## src/rtl/nn_seq_pkg.sv

```systemverilog
// Shared definitions for the multi-layer sequencer: FSM encoding and
// the fixed four-word config layout of each layer descriptor.
package nn_seq_pkg;

    typedef enum logic [1:0] {
        ST_IDLE  = 2'd0,
        ST_LOAD  = 2'd1,
        ST_START = 2'd2,
        ST_WAIT  = 2'd3
    } state_e;

    localparam int CFG_WORDS = 4;
    localparam int CFG_IDX_W = 2;

    localparam logic [CFG_IDX_W-1:0] CFG_IDX_0    = 2'd0;
    localparam logic [CFG_IDX_W-1:0] CFG_IDX_LAST = 2'(CFG_WORDS - 1);

endpackage

```

## src/rtl/nn_layer_seq_if.sv

```systemverilog
// Sequencer <-> accelerator core link: config write port, start pulse, finish.
// Handshake: the core latches o_cfg into register o_cfg_addr on every cycle
// o_cfg_wr_en is high, runs after a one-cycle o_nn_start, and answers with a
// rising edge on i_nn_finish; there is no back-pressure on the config port.
interface nn_layer_seq_if #(
    parameter int CFG_WIDTH = 16
);
    logic [CFG_WIDTH-1:0] o_cfg;
    logic [1:0]           o_cfg_addr;
    logic                 o_cfg_wr_en;
    logic                 o_nn_start;
    logic                 i_nn_finish;

    modport master (
        output o_cfg, o_cfg_addr, o_cfg_wr_en, o_nn_start,
        input  i_nn_finish
    );

    modport slave (
        input  o_cfg, o_cfg_addr, o_cfg_wr_en, o_nn_start,
        output i_nn_finish
    );
endinterface

```

## src/rtl/nn_layer_seq.sv

```systemverilog
// Multi-layer scheduler: streams each layer's four descriptor words into the
// core, pulses start, waits for a fresh finish edge, with abort and watchdog.
module nn_layer_seq
    import nn_seq_pkg::*;
#(
    parameter int LAYER_NUM        = 8,
    parameter int LAYER_ADDR_WIDTH = 3,
    parameter int CFG_WIDTH        = 16,
    parameter int TIMEOUT_WIDTH    = 20
) (
    input  logic                          i_clk,
    input  logic                          i_rst,
    input  logic                          i_desc_wr_en,
    input  logic [LAYER_ADDR_WIDTH+1:0]   i_desc_wr_addr,
    input  logic [CFG_WIDTH-1:0]          i_desc_wr_data,
    input  logic [LAYER_ADDR_WIDTH:0]     i_layer_count,
    input  logic                          i_go,
    input  logic                          i_abort,
    nn_layer_seq_if.master                core,
    output logic                          o_busy,
    output logic                          o_done,
    output logic                          o_timeout,
    output logic [LAYER_ADDR_WIDTH-1:0]   o_cur_layer,
    output state_e                        o_state
);

    localparam int LAW = LAYER_ADDR_WIDTH;
    localparam logic [LAW:0]             LAYER_MAX = (LAW+1)'(LAYER_NUM);
    localparam logic [TIMEOUT_WIDTH-1:0] WD_LAST   = {TIMEOUT_WIDTH{1'b1}} - 1'b1;

    logic [CFG_WIDTH-1:0] tbl_q [LAYER_NUM*CFG_WORDS];

    state_e                   state_q, state_d;
    logic [CFG_IDX_W-1:0]     word_q, word_d;
    logic [LAW-1:0]           layer_q, layer_d;
    logic [LAW:0]             count_q, count_d;
    logic [TIMEOUT_WIDTH-1:0] wd_q, wd_d;
    logic                     fin_prev_q;
    logic                     done_q, done_d;
    logic                     timeout_q, timeout_d;
    logic [CFG_WIDTH-1:0]     cfg_q, cfg_d;
    logic [CFG_IDX_W-1:0]     cfg_addr_q, cfg_addr_d;
    logic                     cfg_wr_en_q, cfg_wr_en_d;
    logic                     start_q, start_d;
    logic                     busy_q, busy_d;
    logic                     fin_rise;
    logic [LAW:0]             sat_count;

    // Descriptor table is deliberately left unreset; host reloads it.
    always_ff @(posedge i_clk) begin
        if (i_desc_wr_en && state_q == ST_IDLE)
            tbl_q[i_desc_wr_addr] <= i_desc_wr_data;
    end

    always_ff @(posedge i_clk or negedge i_rst) begin
        if (!i_rst) begin
            state_q     <= ST_IDLE;
            word_q      <= CFG_IDX_0;
            layer_q     <= '0;
            count_q     <= '0;
            wd_q        <= '0;
            fin_prev_q  <= 1'b0;
            done_q      <= 1'b0;
            timeout_q   <= 1'b0;
            cfg_q       <= '0;
            cfg_addr_q  <= '0;
            cfg_wr_en_q <= 1'b0;
            start_q     <= 1'b0;
            busy_q      <= 1'b0;
        end else begin
            state_q     <= state_d;
            word_q      <= word_d;
            layer_q     <= layer_d;
            count_q     <= count_d;
            wd_q        <= wd_d;
            fin_prev_q  <= core.i_nn_finish;
            done_q      <= done_d;
            timeout_q   <= timeout_d;
            cfg_q       <= cfg_d;
            cfg_addr_q  <= cfg_addr_d;
            cfg_wr_en_q <= cfg_wr_en_d;
            start_q     <= start_d;
            busy_q      <= busy_d;
        end
    end

    // Only a fresh edge counts, so a finish level left over from the
    // previous layer cannot complete the next one.
    assign fin_rise  = core.i_nn_finish & ~fin_prev_q;
    assign sat_count = (i_layer_count > LAYER_MAX) ? LAYER_MAX : i_layer_count;

    always_comb begin
        state_d   = state_q;
        word_d    = word_q;
        layer_d   = layer_q;
        count_d   = count_q;
        wd_d      = wd_q;
        done_d    = 1'b0;
        timeout_d = timeout_q;
        case (state_q)
            ST_IDLE: begin
                if (i_go) begin
                    count_d   = sat_count;
                    timeout_d = 1'b0;
                    if (sat_count == '0) begin
                        done_d = 1'b1;
                    end else begin
                        state_d = ST_LOAD;
                        layer_d = '0;
                        word_d  = CFG_IDX_0;
                    end
                end
            end
            ST_LOAD: begin
                if (word_q == CFG_IDX_LAST) state_d = ST_START;
                else                        word_d  = word_q + 1'b1;
            end
            ST_START: begin
                state_d = ST_WAIT;
                wd_d    = '0;
            end
            ST_WAIT: begin
                wd_d = wd_q + 1'b1;
                if (fin_rise) begin
                    if ({1'b0, layer_q} == count_q - 1'b1) begin
                        state_d = ST_IDLE;
                        done_d  = 1'b1;
                    end else begin
                        state_d = ST_LOAD;
                        layer_d = layer_q + 1'b1;
                        word_d  = CFG_IDX_0;
                    end
                end else if (wd_q == WD_LAST) begin
                    state_d   = ST_IDLE;
                    timeout_d = 1'b1;
                end
            end
            default: state_d = ST_IDLE;
        endcase
        // Abort outranks finish and timeout; the sticky flag is left alone.
        if (i_abort && state_q != ST_IDLE) begin
            state_d   = ST_IDLE;
            layer_d   = layer_q;
            done_d    = 1'b0;
            timeout_d = timeout_q;
        end
    end

    always_comb begin
        cfg_wr_en_d = (state_d == ST_LOAD);
        cfg_addr_d  = cfg_wr_en_d ? word_d : CFG_IDX_0;
        cfg_d       = cfg_wr_en_d ? tbl_q[{layer_d, word_d}] : '0;
        start_d     = (state_d == ST_START);
        busy_d      = (state_d != ST_IDLE);
    end

    assign core.o_cfg       = cfg_q;
    assign core.o_cfg_addr  = cfg_addr_q;
    assign core.o_cfg_wr_en = cfg_wr_en_q;
    assign core.o_nn_start  = start_q;
    assign o_busy           = busy_q;
    assign o_done           = done_q;
    assign o_timeout        = timeout_q;
    assign o_cur_layer      = layer_q;
    assign o_state          = state_q;

endmodule

```

## src/flat_wrapper.sv

```systemverilog
// flat-port wrapper written by rule: the top's interface ports become plain ports
module nn_layer_seq_flat import nn_seq_pkg::*;
#(
    parameter int LAYER_NUM        = 8,
    parameter int LAYER_ADDR_WIDTH = 3,
    parameter int CFG_WIDTH        = 16,
    parameter int TIMEOUT_WIDTH    = 20
)
  (i_clk, i_rst, i_desc_wr_en, i_desc_wr_addr, i_desc_wr_data, i_layer_count, i_go, i_abort, o_busy, o_done, o_timeout, o_cur_layer, o_state, core_o_cfg, core_o_cfg_addr, core_o_cfg_wr_en, core_o_nn_start, core_i_nn_finish);
  nn_layer_seq_if #(.CFG_WIDTH(CFG_WIDTH)) core_i ();
  input  logic i_clk;
  input  logic i_rst;
  input  logic i_desc_wr_en;
  input  logic [LAYER_ADDR_WIDTH+1:0] i_desc_wr_addr;
  input  logic [CFG_WIDTH-1:0] i_desc_wr_data;
  input  logic [LAYER_ADDR_WIDTH:0] i_layer_count;
  input  logic i_go;
  input  logic i_abort;
  output logic o_busy;
  output logic o_done;
  output logic o_timeout;
  output logic [LAYER_ADDR_WIDTH-1:0] o_cur_layer;
  output state_e o_state;
  output wire logic [$bits(core_i.o_cfg)-1:0] core_o_cfg;
  output wire logic [$bits(core_i.o_cfg_addr)-1:0] core_o_cfg_addr;
  output wire logic [$bits(core_i.o_cfg_wr_en)-1:0] core_o_cfg_wr_en;
  output wire logic [$bits(core_i.o_nn_start)-1:0] core_o_nn_start;
  input wire logic [$bits(core_i.i_nn_finish)-1:0] core_i_nn_finish;
  assign core_o_cfg = core_i.o_cfg;
  assign core_o_cfg_addr = core_i.o_cfg_addr;
  assign core_o_cfg_wr_en = core_i.o_cfg_wr_en;
  assign core_o_nn_start = core_i.o_nn_start;
  assign core_i.i_nn_finish = core_i_nn_finish;
  nn_layer_seq #(.LAYER_NUM(LAYER_NUM), .LAYER_ADDR_WIDTH(LAYER_ADDR_WIDTH), .CFG_WIDTH(CFG_WIDTH), .TIMEOUT_WIDTH(TIMEOUT_WIDTH)) u_core (.i_clk(i_clk), .i_rst(i_rst), .i_desc_wr_en(i_desc_wr_en), .i_desc_wr_addr(i_desc_wr_addr), .i_desc_wr_data(i_desc_wr_data), .i_layer_count(i_layer_count), .i_go(i_go), .i_abort(i_abort), .core(core_i), .o_busy(o_busy), .o_done(o_done), .o_timeout(o_timeout), .o_cur_layer(o_cur_layer), .o_state(o_state));
endmodule
```

## config.mk

```make
export PLATFORM = sky130hd
export DESIGN_NAME = nn_layer_seq_flat
export DESIGN_NICKNAME = d
export VERILOG_FILES = /design/src/rtl/nn_seq_pkg.sv /design/src/rtl/nn_layer_seq_if.sv /design/src/rtl/nn_layer_seq.sv /design/src/flat_wrapper.sv
export SDC_FILE = /design/constraint.sdc
export NUM_CORES = 1
export LEC_CHECK = 0
export BUFFER_PORTS_ARGS = -buffer_cell sky130_fd_sc_hd__buf_2
export CAP_MARGIN = 40
export CORE_MARGIN = 8
export CORE_UTILIZATION = 45
export CTS_CLUSTER_DIAMETER = 120
export DETAILED_ROUTE_END_ITERATION = 10
export PLACE_DENSITY = 0.6
export SYNTH_ARGS = -nofsm -noshare
export SYNTH_HDL_FRONTEND = slang
export SYNTH_SLANG_ARGS = --single-unit
```

## constraint.sdc

```tcl
create_clock -name i_clk -period 6.1 [get_ports i_clk]
set_input_delay 0 -clock i_clk [delete_from_list [all_inputs] [get_ports i_clk]]
set_output_delay 0 -clock i_clk [all_outputs]
set_load 0.02 [all_outputs]
```

==> results.cfg, run 1 <==
[setup_path]
end_kind = flop
r2r_setup_slack_ns = 1.64
worst_r2r_path_depth = 11
worstSetupPathType = reg2reg
r2r-start = u_core.o_state[0]
arrival_ns = 4.97
reg2reg_to = u_core.core.o_cfg[4]
critPathMaxFanout = 36
cp-start-kind = flop
cp.required_ns = 6.61

[routing]
wl_per_cell_um = 25.38
drtAntennaViolNets = 0
finalWirelength_um = 55010
dr.pass1.iters = 5
vias = 12496
via_per_inst = 5.766
drt_iter0_drc = 1104
drc = 0

[clock_network]
clock-root-buffer = clkbuf_16
cts_tree = yes
ctsResizeCount = 0
cts_buffer_depth = 3
htreeDepth = 2
clock_latency_ns = 0.60
numCtsBuffers = 58
clock-sinks = 567
clkTransAtPathRegs_ns = 0.06
cts_setup_buffers = 0

[hold_path]
hold_end = u_core.tbl_q[28][12]
hold_path_depth = 1
worstHoldPathType = in2reg
hold_start = i_desc_wr_data[12]

[synthesis]
synth-seq-cells = 567
netlist_area_sq_um = 22570
synth_edf_count = 512
synthTopCellsByCount = edfxtp_1, nand2_1, a21oi_1, mux2i_1
synth_top_area_cell = edfxtp_1
synth.area.top_cells = edfxtp_1, mux4_2, dfrtp_1
synth_fp_nets = 1367
yosys_warnings = 0
synth_top_area_share_pct = 68.11
ys_seq_area_share_pct = 74.20
synth_cell_types = 62
synth_cells = 1328
avgSynthCellArea_sq_um = 17.00
synthArstFlopShare_pct = 9.700
synth_flop_cell = edfxtp_1
yosysMostFrequentCell = edfxtp_1

[grt]
antenna_found_initial = 1
grt_overflow = 0
grt_use_total_pct = 19.04
grt_max_degree = 72
grt_pass1_vias = 12406
grt_pass1_wl_um = 81040

[sta]
period_needed_ns = 4.459
relSlewSlack_pct = 38.21
drv_slew = 0
worstMarginPinSlew_ns = 0.9269
finalHoldViolations = 0
clock_skew_ns = 0.01917
finalSetupViolations = 0
fmax_ghz = 0.2243
fin_crit_sh_pct = 73.10
grt_setup_unrepaired = no
tns_ns = 0

[outcome]
outcome = finished, final reports clean

[pwr]
leakagePower_nw = 8.403
ir_worst_vdd_mv = 0.2038
cellPowerDensity_nw_per_um2 = 384.9

[finish]
fillers = 4107
nets = 1489
multi_input_area_sq_um = 5340
regArea_sq_um = 16750
antenna_cells = 0
final_cell_area_sq_um = 25890
area_growth_pct = 14.67
drive_above_1_share_pct = 19.00

[place]
post_dp_cell_area_sq_um = 23780
dpl.hpwl_um = 32690
routabilityCongestion = 0.8079
io_buffers = 58

[die]
die_h_um = 240.0
dieArea_sq_um = 57590
start_util_pct = 45.27
rows = 82
ios = 59
die_w_um = 240.0
core_area_sq_um = 49860

[flow_run]
maxCapViolCount = 0
-- metrics by stage --
step	util [%]	hold slack, ns	power (mW)	setup WS [ns]	instances
3_5_place_dp	47.69	0.1374	6.604	1.678	2034
4_1_cts	51.91	0.004529	10.03	1.670	2167
2_1_floorplan	-	-0.2956	5.977	3.169	1328
6_report	51.91	0.005635	9.963	1.641	2167
5_1_grt	51.91	0.02122	10.34	1.425	2167
3_3_place_gp	47.29	0.1316	6.567	1.089	2021
-- layer usage --
layer	vias up	GRT usage (%)	routed length [um]
met5	-	0	9
met1	6471	25.49	23390
met4	2	6.857	1629
li1	5524	-	-
met3	86	3.197	3457
met2	413	31.29	26520
-- area by class of cell --
class / count / share of cell area, %
Clock inverter: 27 / 0.8410
Sequential cell: 567 / 64.71
Tap cell: 672 / 3.248
Inverter: 14 / 0.2320
Clock buffer: 78 / 6.221
Timing Repair Buffer: 136 / 4.118
Multi-Input combinational cell: 673 / 20.63
-- report_power, final --
part	switching (mW)	internal, mW
Clock	1.44	1.97
Sequential	0.0659	4.34
Combinational	1.36	0.780
-- cells in the final DEF, fill, tap and decap left out, drive strengths merged, types with 17 or more instances in the layout --
master / n
a21o: 18
a21oi: 76
a22oi: 64
a32oi: 32
buf: 108
clkbuf: 78
clkinv: 19
dfrtp: 55
dlygate4sd3: 28
edfxtp: 512
mux2i: 68
mux4: 64
nand2: 156
nand3: 17
nor2: 50
o21ai: 23
o221ai: 18
-- worst max-delay path, stage by stage, from the launching register on --
cell and delay (ns):
dfrtp_1 0.44, ha_1 0.63, inv_1 0.37, nor3_1 0.51, nand4_1 0.31, o221ai_4 0.17, buf_4 0.50, nor2b_1 0.62
buf_6 0.24, a22oi_1 0.14, a21o_1 0.28, o221ai_1 0.09
-- cells by family (layout without fill, tap and decap cells) --
| logic type | count (synthesis) | in the layout | share of synthesized area (%) |
|---|---|---|---|
| flops | 567 | 567 | 74.20 |
| buf+inv | 88 | 255 | 2.383 |
| fa+ha+maj | 8 | 8 | 0.4434 |
| xor+xnor | 2 | 2 | 0.1109 |
| compound gates | 260 | 260 | 8.131 |
| mux | 133 | 133 | 9.450 |
| simple gates | 270 | 270 | 5.277 |
-- timing repair --
| item | in CTS | in global routing |
|---|---|---|
| hold buffers | 28 | 0 |
| endpoints found under the hold margin | 429 | 0 |
| endpoints found under the setup margin | 0 | 0 |
-- registers in the layout (all words and copies together) (netlist names) --
signal                   cells
u_core.count_q               4
u_core.o_cur_layer           3
u_core.tbl_q               512
u_core.core.o_cfg_wr_en      1
u_core.fin_prev_q            1
u_core.o_busy                1
u_core.word_q                2
u_core.wd_q                 20
u_core.o_timeout             1
u_core.o_done                1
u_core.core.o_cfg_addr       2
u_core.core.o_nn_start       1
u_core.core.o_cfg           16
u_core.o_state               2
-- worst max path at each step --
stage	slack, ns	cells past startpoint	end	from
global placement	1.09	10	u_core.core.o_cfg[10]	u_core.o_state[0]
global route	1.42	11	u_core.core.o_cfg[4]	u_core.o_state[0]
detailed placement	1.68	11	u_core.core.o_cfg[4]	u_core.o_state[0]
CTS	1.67	11	u_core.core.o_cfg[4]	u_core.o_state[0]
finish	1.64	11	u_core.core.o_cfg[4]	u_core.o_state[0]
floorplan	3.17	14	u_core.core.o_cfg[4]	u_core.o_state[1]
Note: power is estimated with default switching activity, not from simulation.
==> run 2: changes to the inputs <==
--- a/config.mk
+++ b/config.mk
@@ -5,6 +5,7 @@
 export SDC_FILE = /design/constraint.sdc
 export NUM_CORES = 1
 export LEC_CHECK = 0
+export ABC_AREA = 1
 export BUFFER_PORTS_ARGS = -buffer_cell sky130_fd_sc_hd__buf_2
 export CAP_MARGIN = 40
 export CORE_MARGIN = 8
==> constraint.sdc (replaced) <==
create_clock -name i_clk -period 4.2 [get_ports i_clk]
set_input_delay 0 -clock i_clk [delete_from_list [all_inputs] [get_ports i_clk]]
set_output_delay 0 -clock i_clk [all_outputs]
set_load 0.02 [all_outputs]
==> run 2 against run 1 <==
Sequential share of layout area fell by 2.4 points; combinational power rose to 3.3 times the previous value; global-route usage rose by 2.3 points; non-clock buffer count rose by 18; register-to-register slack got worse by 1.2 ns; via count rose by 31%; final cell count rose by 30%; clock-buffer cell count rose by 2; flip-flop and latch count did not move; worst setup slack got worse by 1.2 ns; cell area rose by 3.8%.
==> results.cfg, run 2 <==
[finish]
layout_commonest_cell = nand3_1
antenna_cells = 0
utilization_pct = 52.18
regMostFlops = u_core.tbl_q
regArea_sq_um = 16750
largest_register_ffs = 512
drive_above_1_share_pct = 10.12
multi_input_area_sq_um = 5959
fillers = 4468
nets = 2125
area_growth_pct = 14.44
final_cell_mix = nand3_1, edfxtp_1, nand2_1

[die]
die_h_um = 244.5
die_w_um = 244.5
rows = 83
core_area_sq_um = 51510
ios = 59
start_util_pct = 45.60
dieArea_sq_um = 59760

[synthesis]
synth.area.mux_share_pct = 0.08523
synth_cells = 2009
synth_xor_area_share_pct = 0.07458
synth_adder_area_share_pct = 0.4262
synth_flop_cell = edfxtp_1
synth.area.top_cells = edfxtp_1, nand3_1, dfrtp_1
synth_top_family_by_area = simple AND/OR/NAND/NOR gates
synth_edf_count = 512
synth_fp_nets = 2048
synth_top_area_cell = edfxtp_1
netlist_area_sq_um = 23490
synth_top_area_share_pct = 65.46
synthArstFlopShare_pct = 9.700
yosys_warnings = 0
ys_seq_area_share_pct = 71.32
yosysMostFrequentCell = nand3_1
synth_compound_area_share_pct = 1.625
avgSynthCellArea_sq_um = 11.69
synthTopCellsByCount = nand3_1, edfxtp_1, nand2_1, nor2_1, buf_2
synth-simple-area-share_pct = 22.83
synth_cell_types = 37
synth-seq-cells = 567

[sta]
whs_ns = 0.01489
finalSetupViolations = 0
drv_slew = 0
period_needed_ns = 3.727
grt_setup_unrepaired = no
tns_ns = 0
clock_skew_ns = 0.01140
fmax_ghz = 0.2683
worstMarginPinSlew_ns = 0.8477
relSlewSlack_pct = 43.27
fin_crit_sh_pct = 88.74
finalHoldViolations = 0

[routing]
via_per_inst = 5.816
drc = 0
vias = 16366
wl_per_cell_um = 23.15
finalWirelength_um = 65150
drt_iter0_drc = 1743
drtAntennaViolNets = 0
dr.pass1.iters = 6

[pwr]
leakagePower_nw = 9.860
cellPowerDensity_nw_per_um2 = 692.5
total_power_mw = 18.61
ir_worst_vdd_mv = 0.5837

[setup_path]
cp.required_ns = 4.67
end_kind = flop
cp-start-kind = flop
critPathMaxFanout = 57
worstSetupPathType = reg2reg
arrival_ns = 4.20

[grt]
grt_overflow = 0
grt_use_total_pct = 21.37
grt_max_degree = 137
grt_pass1_vias = 15868
grt_pass1_wl_um = 98370
antenna_found_initial = 0

[clock_network]
htreeDepth = 2
hold_buffers = 30
cts_buffer_depth = 3
cts_tree = yes
clock_latency_ns = 0.61
ctsResizeCount = 0
clock-sinks = 567
numCtsBuffers = 59
clock-root-buffer = clkbuf_16
clkTransAtPathRegs_ns = 0.06
cts_setup_buffers = 0

[place]
routabilityCongestion = 0.8688
dpl.hpwl_um = 36240
io_buffers = 58

[outcome]
outcome = finished, final reports clean

[flow_run]
maxCapViolCount = 0

[hold_path]
worstHoldPathType = in2reg
run 2: cell types whose count changed after synthesis, moves of 16 or more:
cell / change
nand2_1: +198
buf_2: +54
a22oi_1: -62
mux4_2: -64
nand3_1: +717
a21o_1: -17
mux2i_1: -66
inv_1: +34
nor2_1: +28
a32oi_1: -32
a21oi_1: -45
buf_6: -16
run 2: routing by layer:
metal  wire [um]  vias to the layer above  share of wire (%)  global-route usage, %
met5           0                        -                  0                      0
met4        1617                        0                2.5                  5.941
met3        5304                      102                8.1                  4.545
met2       30550                      668                 47                  34.43
met1       27680                     8167                 42                  29.21
li1            -                     7429                  -                      -
run 2: final timing paths:
| path | end | start | slack [ns] | depth (start not counted) |
|---|---|---|---|---|
| max in group asynchronous | u_core.core.o_cfg[8] | i_rst | 3.56 | 3 |
| min in group asynchronous | u_core.wd_q[5] | i_rst | 0.09 | 3 |
| min reg2reg | u_core.o_timeout | u_core.o_timeout | 0.50 | 2 |
| max reg2reg | u_core.core.o_cfg[15] | u_core.count_q[0] | 0.47 | 19 |
| min | u_core.tbl_q[17][11] | i_desc_wr_data[11] | 0.01 | 1 |
| max | u_core.core.o_cfg[15] | u_core.count_q[0] | 0.47 | 19 |
run 2: critical path, cell delays in order (launching register included):
cell     delay (ns)
dfrtp_1        0.39
inv_2          0.07
ha_1           0.31
nor2_1         0.09
nor2_1         0.05
nand2_1        0.06
nor2_1         0.04
nand2_1        0.09
nand2_1        0.07
nand2_1        0.11
nand2_2        0.13
nand2_8        0.35
nand2_8        0.34
buf_12         0.30
nand2_1        0.08
nand3_1        0.06
nand3_1        0.12
nand3_1        0.18
a21oi_1        0.59
nor2_1         0.11
run 2: cell families after synthesis:
| group | after synthesis |
|---|---|
| mux | 2 |
| flops | 567 |
| fa+ha+maj | 8 |
| buf+inv | 189 |
| xor+xnor | 2 |
| compound gates | 64 |
| simple gates | 1177 |
run 2: power by group:
part	internal (mW)	leakage [nW]	total (mW)	switching [mW]
Sequential	6.34	5.34	6.49	0.146
Clock	2.93	0.904	5.01	2.08
Combinational	2.22	3.61	7.12	4.91
run 2: layout make-up:
cell class / instances / area share (%)
repair buffers: 154 / 4.748
clock inverters: 29 / 0.8286
inverters: 51 / 0.7122
multi-input cells: 1253 / 22.17
clock buffers: 80 / 6.056
flip-flops and latches: 567 / 62.32
well taps: 680 / 3.165
run 2: per-stage QoR:
stage	cell area (sq um)	worst slack, ns	instances
3_5_place_dp	24730	0.5569	2675
5_1_grt	26880	0.1936	2814
4_1_cts	26880	0.5465	2814
6_report	26880	0.4727	2814
2_1_floorplan	23490	1.819	2009
3_3_place_gp	24690	0.5255	2673
==> run 3: changes to the inputs <==
--- a/config.mk
+++ b/config.mk
@@ -10,8 +10,10 @@
 export CAP_MARGIN = 40
 export CORE_MARGIN = 8
 export CORE_UTILIZATION = 45
+export CTS_BUF_LIST = sky130_fd_sc_hd__clkbuf_8
 export CTS_CLUSTER_DIAMETER = 120
 export DETAILED_ROUTE_END_ITERATION = 10
+export MAX_ROUTING_LAYER = met4
 export PLACE_DENSITY = 0.6
 export SYNTH_ARGS = -nofsm -noshare
 export SYNTH_HDL_FRONTEND = slang
==> run 3 against run 2 <==
Sequential power barely moved; clock-buffer cell count rose by 20; die area did not move; largest power group unchanged; via count rose by 1.4%; largest cell class unchanged; critical path depth did not move; clock power fell by 13%; first-iteration DRC count fell by 0.11%; sequential share of layout area rose by 0.19 points; fmax fell by 1.0%; worst setup slack got worse by 0.039 ns.
==> results.cfg, run 3 (synthesized netlist as in run 2, its figures left out) <==
[outcome]
outcome = finished, final reports clean

[routing]
dr_wl_met2_um = 30540
vias = 16600
drc = 0
route.met3.wl_um = 5437
dr.pass1.iters = 6
drt_iter0_drc = 1741
via_per_inst = 5.758
finalWirelength_um = 65500
met1_length_um = 27870
topRoutingLayerUsed = met4
drtAntennaViolNets = 0
wl_per_cell_um = 22.72

[setup_path]
r2r_setup_slack_ns = 0.43
reg2reg_to = u_core.core.o_cfg[15]
slowest_stage = a21oi_1
end_kind = flop
cp-start-kind = flop
worstSetupPathType = reg2reg
slowest_delay_ns = 0.60
cp-endpoint = u_core.core.o_cfg[15]
cp_common_cell = nand2_1
arrival_ns = 4.29
r2r-start = u_core.count_q[0]
worst_r2r_path_depth = 19
startpoint = u_core.count_q[0]
critPathMaxFanout = 57
cp.required_ns = 4.73
path_cells = inv_2 -> ha_1 -> nor2_1 -> nor2_1 -> nand2_1 -> nor2_1 -> nand2_1 -> nand2_1 -> nand2_1 -> nand2_2 -> nand2_8 -> nand2_8 -> buf_12 -> nand2_1 -> nand3_1 -> nand3_1 -> nand3_1 -> a21oi_1 -> nor2_1

[sta]
grt_setup_unrepaired = no
period_needed_ns = 3.766
fmax_ghz = 0.2655
worstMarginPinSlew_ns = 0.8537
clock_skew_ns = 0.02720
relSlewSlack_pct = 42.87
finalSetupViolations = 0
finalHoldViolations = 0
fin_crit_sh_pct = 89.66
drv_slew = 0
tns_ns = 0

[place]
routabilityCongestion = 0.8807
dpl.hpwl_um = 36240
io_buffers = 58
post_dp_cell_area_sq_um = 24730

[finish]
regMostFlops = u_core.tbl_q
layout_commonest_cell = nand3_1
final_cell_area_sq_um = 26800
fillers = 4557
nets = 2165
area_growth_pct = 14.08
largest_register_ffs = 512
final_cell_mix = nand3_1, edfxtp_1, nand2_1
drive_above_1_share_pct = 11.53

[grt]
grt_overflow = 0
antenna_found_initial = 1
grt_pass1_vias = 16156
grt_max_degree = 137
grt_use_total_pct = 22.25
grt_pass1_wl_um = 99180

[clock_network]
cts_tree = yes
cts_setup_buffers = 0
clock-sinks = 567
htreeDepth = 3
hold_buffers = 37
numCtsBuffers = 92
ctsResizeCount = 0
clkTransAtPathRegs_ns = 0.06
clock_latency_ns = 0.68
cts_buffer_depth = 3
clock-root-buffer = clkbuf_8

[flow_run]
maxCapViolCount = 0

[pwr]
total_power_mw = 18.00
leakagePower_nw = 9.980
ir_worst_vdd_mv = 0.5969
cellPowerDensity_nw_per_um2 = 671.7

[die]
die_h_um = 244.5
core_area_sq_um = 51510
ios = 59
start_util_pct = 45.60
die_w_um = 244.5
rows = 83
dieArea_sq_um = 59760

[hold_path]
worstHoldPathType = in2async
run 3: cell count changes in the layout (fill, tap and decap cells not counted):
| cell | before | now |
|---|---|---|
| inv_6 | 0 | 1 |
| clkbuf_8 | 3 | 100 |
| clkinvlp_4 | 0 | 4 |
| bufinv_16 | 4 | 1 |
| diode_2 | 0 | 1 |
| dlygate4sd3_1 | 30 | 37 |
| clkbuf_1 | 16 | 0 |
| clkbuf_16 | 61 | 0 |
| clkinv_1 | 19 | 20 |
| inv_1 | 47 | 85 |
run 3: worst min-delay path by stage:
stage / startpoint / endpoint / slack [ns] / cells past startpoint
after floorplan: i_rst / u_core.core.o_cfg[0] / -0.30 / 0
after global placement: core_i_nn_finish / u_core.fin_prev_q / 0.13 / 1
after detailed placement: core_i_nn_finish / u_core.fin_prev_q / 0.13 / 1
after CTS: i_desc_wr_addr[2] / u_core.tbl_q[5][9] / 0.01 / 4
after global routing: i_desc_wr_addr[2] / u_core.tbl_q[4][9] / 0.07 / 4
final: i_rst / u_core.wd_q[6] / 0.03 / 3
run 3: per-stage QoR:
stage                     util [%]  setup WS, ns  hold slack, ns  cells
after floorplan                  -         1.819         -0.2956   2009
after global placement       47.93        0.5255          0.1302   2673
after detailed placement     48.01        0.5569          0.1349   2675
after CTS                    52.02        0.5208         0.01213   2882
after global routing         52.02        0.1576         0.06509   2883
final                        52.02        0.4342         0.03230   2883
run 3: area by class of cell:
type / count / area (sq um) / share of cell area, %
antenna: 1 / 2.502 / 0.009339
clock inverter: 70 / 317.8 / 1.186
clock buffer: 100 / 1376 / 5.136
inverter: 51 / 191.4 / 0.7144
timing repair buffer: 161 / 1346 / 5.024
sequential: 567 / 16750 / 62.51
tap: 680 / 850.8 / 3.175
multi-input combinational: 1253 / 5959 / 22.24
run 3: critical path: cells and delay by family (launching register included):
kind,cells,cell delay (ns)
AND/OR/NAND/NOR,15,1.89
AO/OA/AOI/OAI,1,0.60
flip-flops,1,0.38
buffers and inverters,2,0.37
adder cells (fa/ha/maj),1,0.31
run 3: report_power, final:
group          internal, mW  switching (mW)
logic                  2.22            4.91
clock network          2.25            2.13
registers              6.34           0.147
total                  10.8            7.19
run 3: routing by layer:
layer / global-route usage [%] / up-vias
met4: 7.466 / 0
met1: 29.87 / 8221
li1: - / 7531
met3: 3.968 / 102
met2: 34.19 / 746
met5: - / -
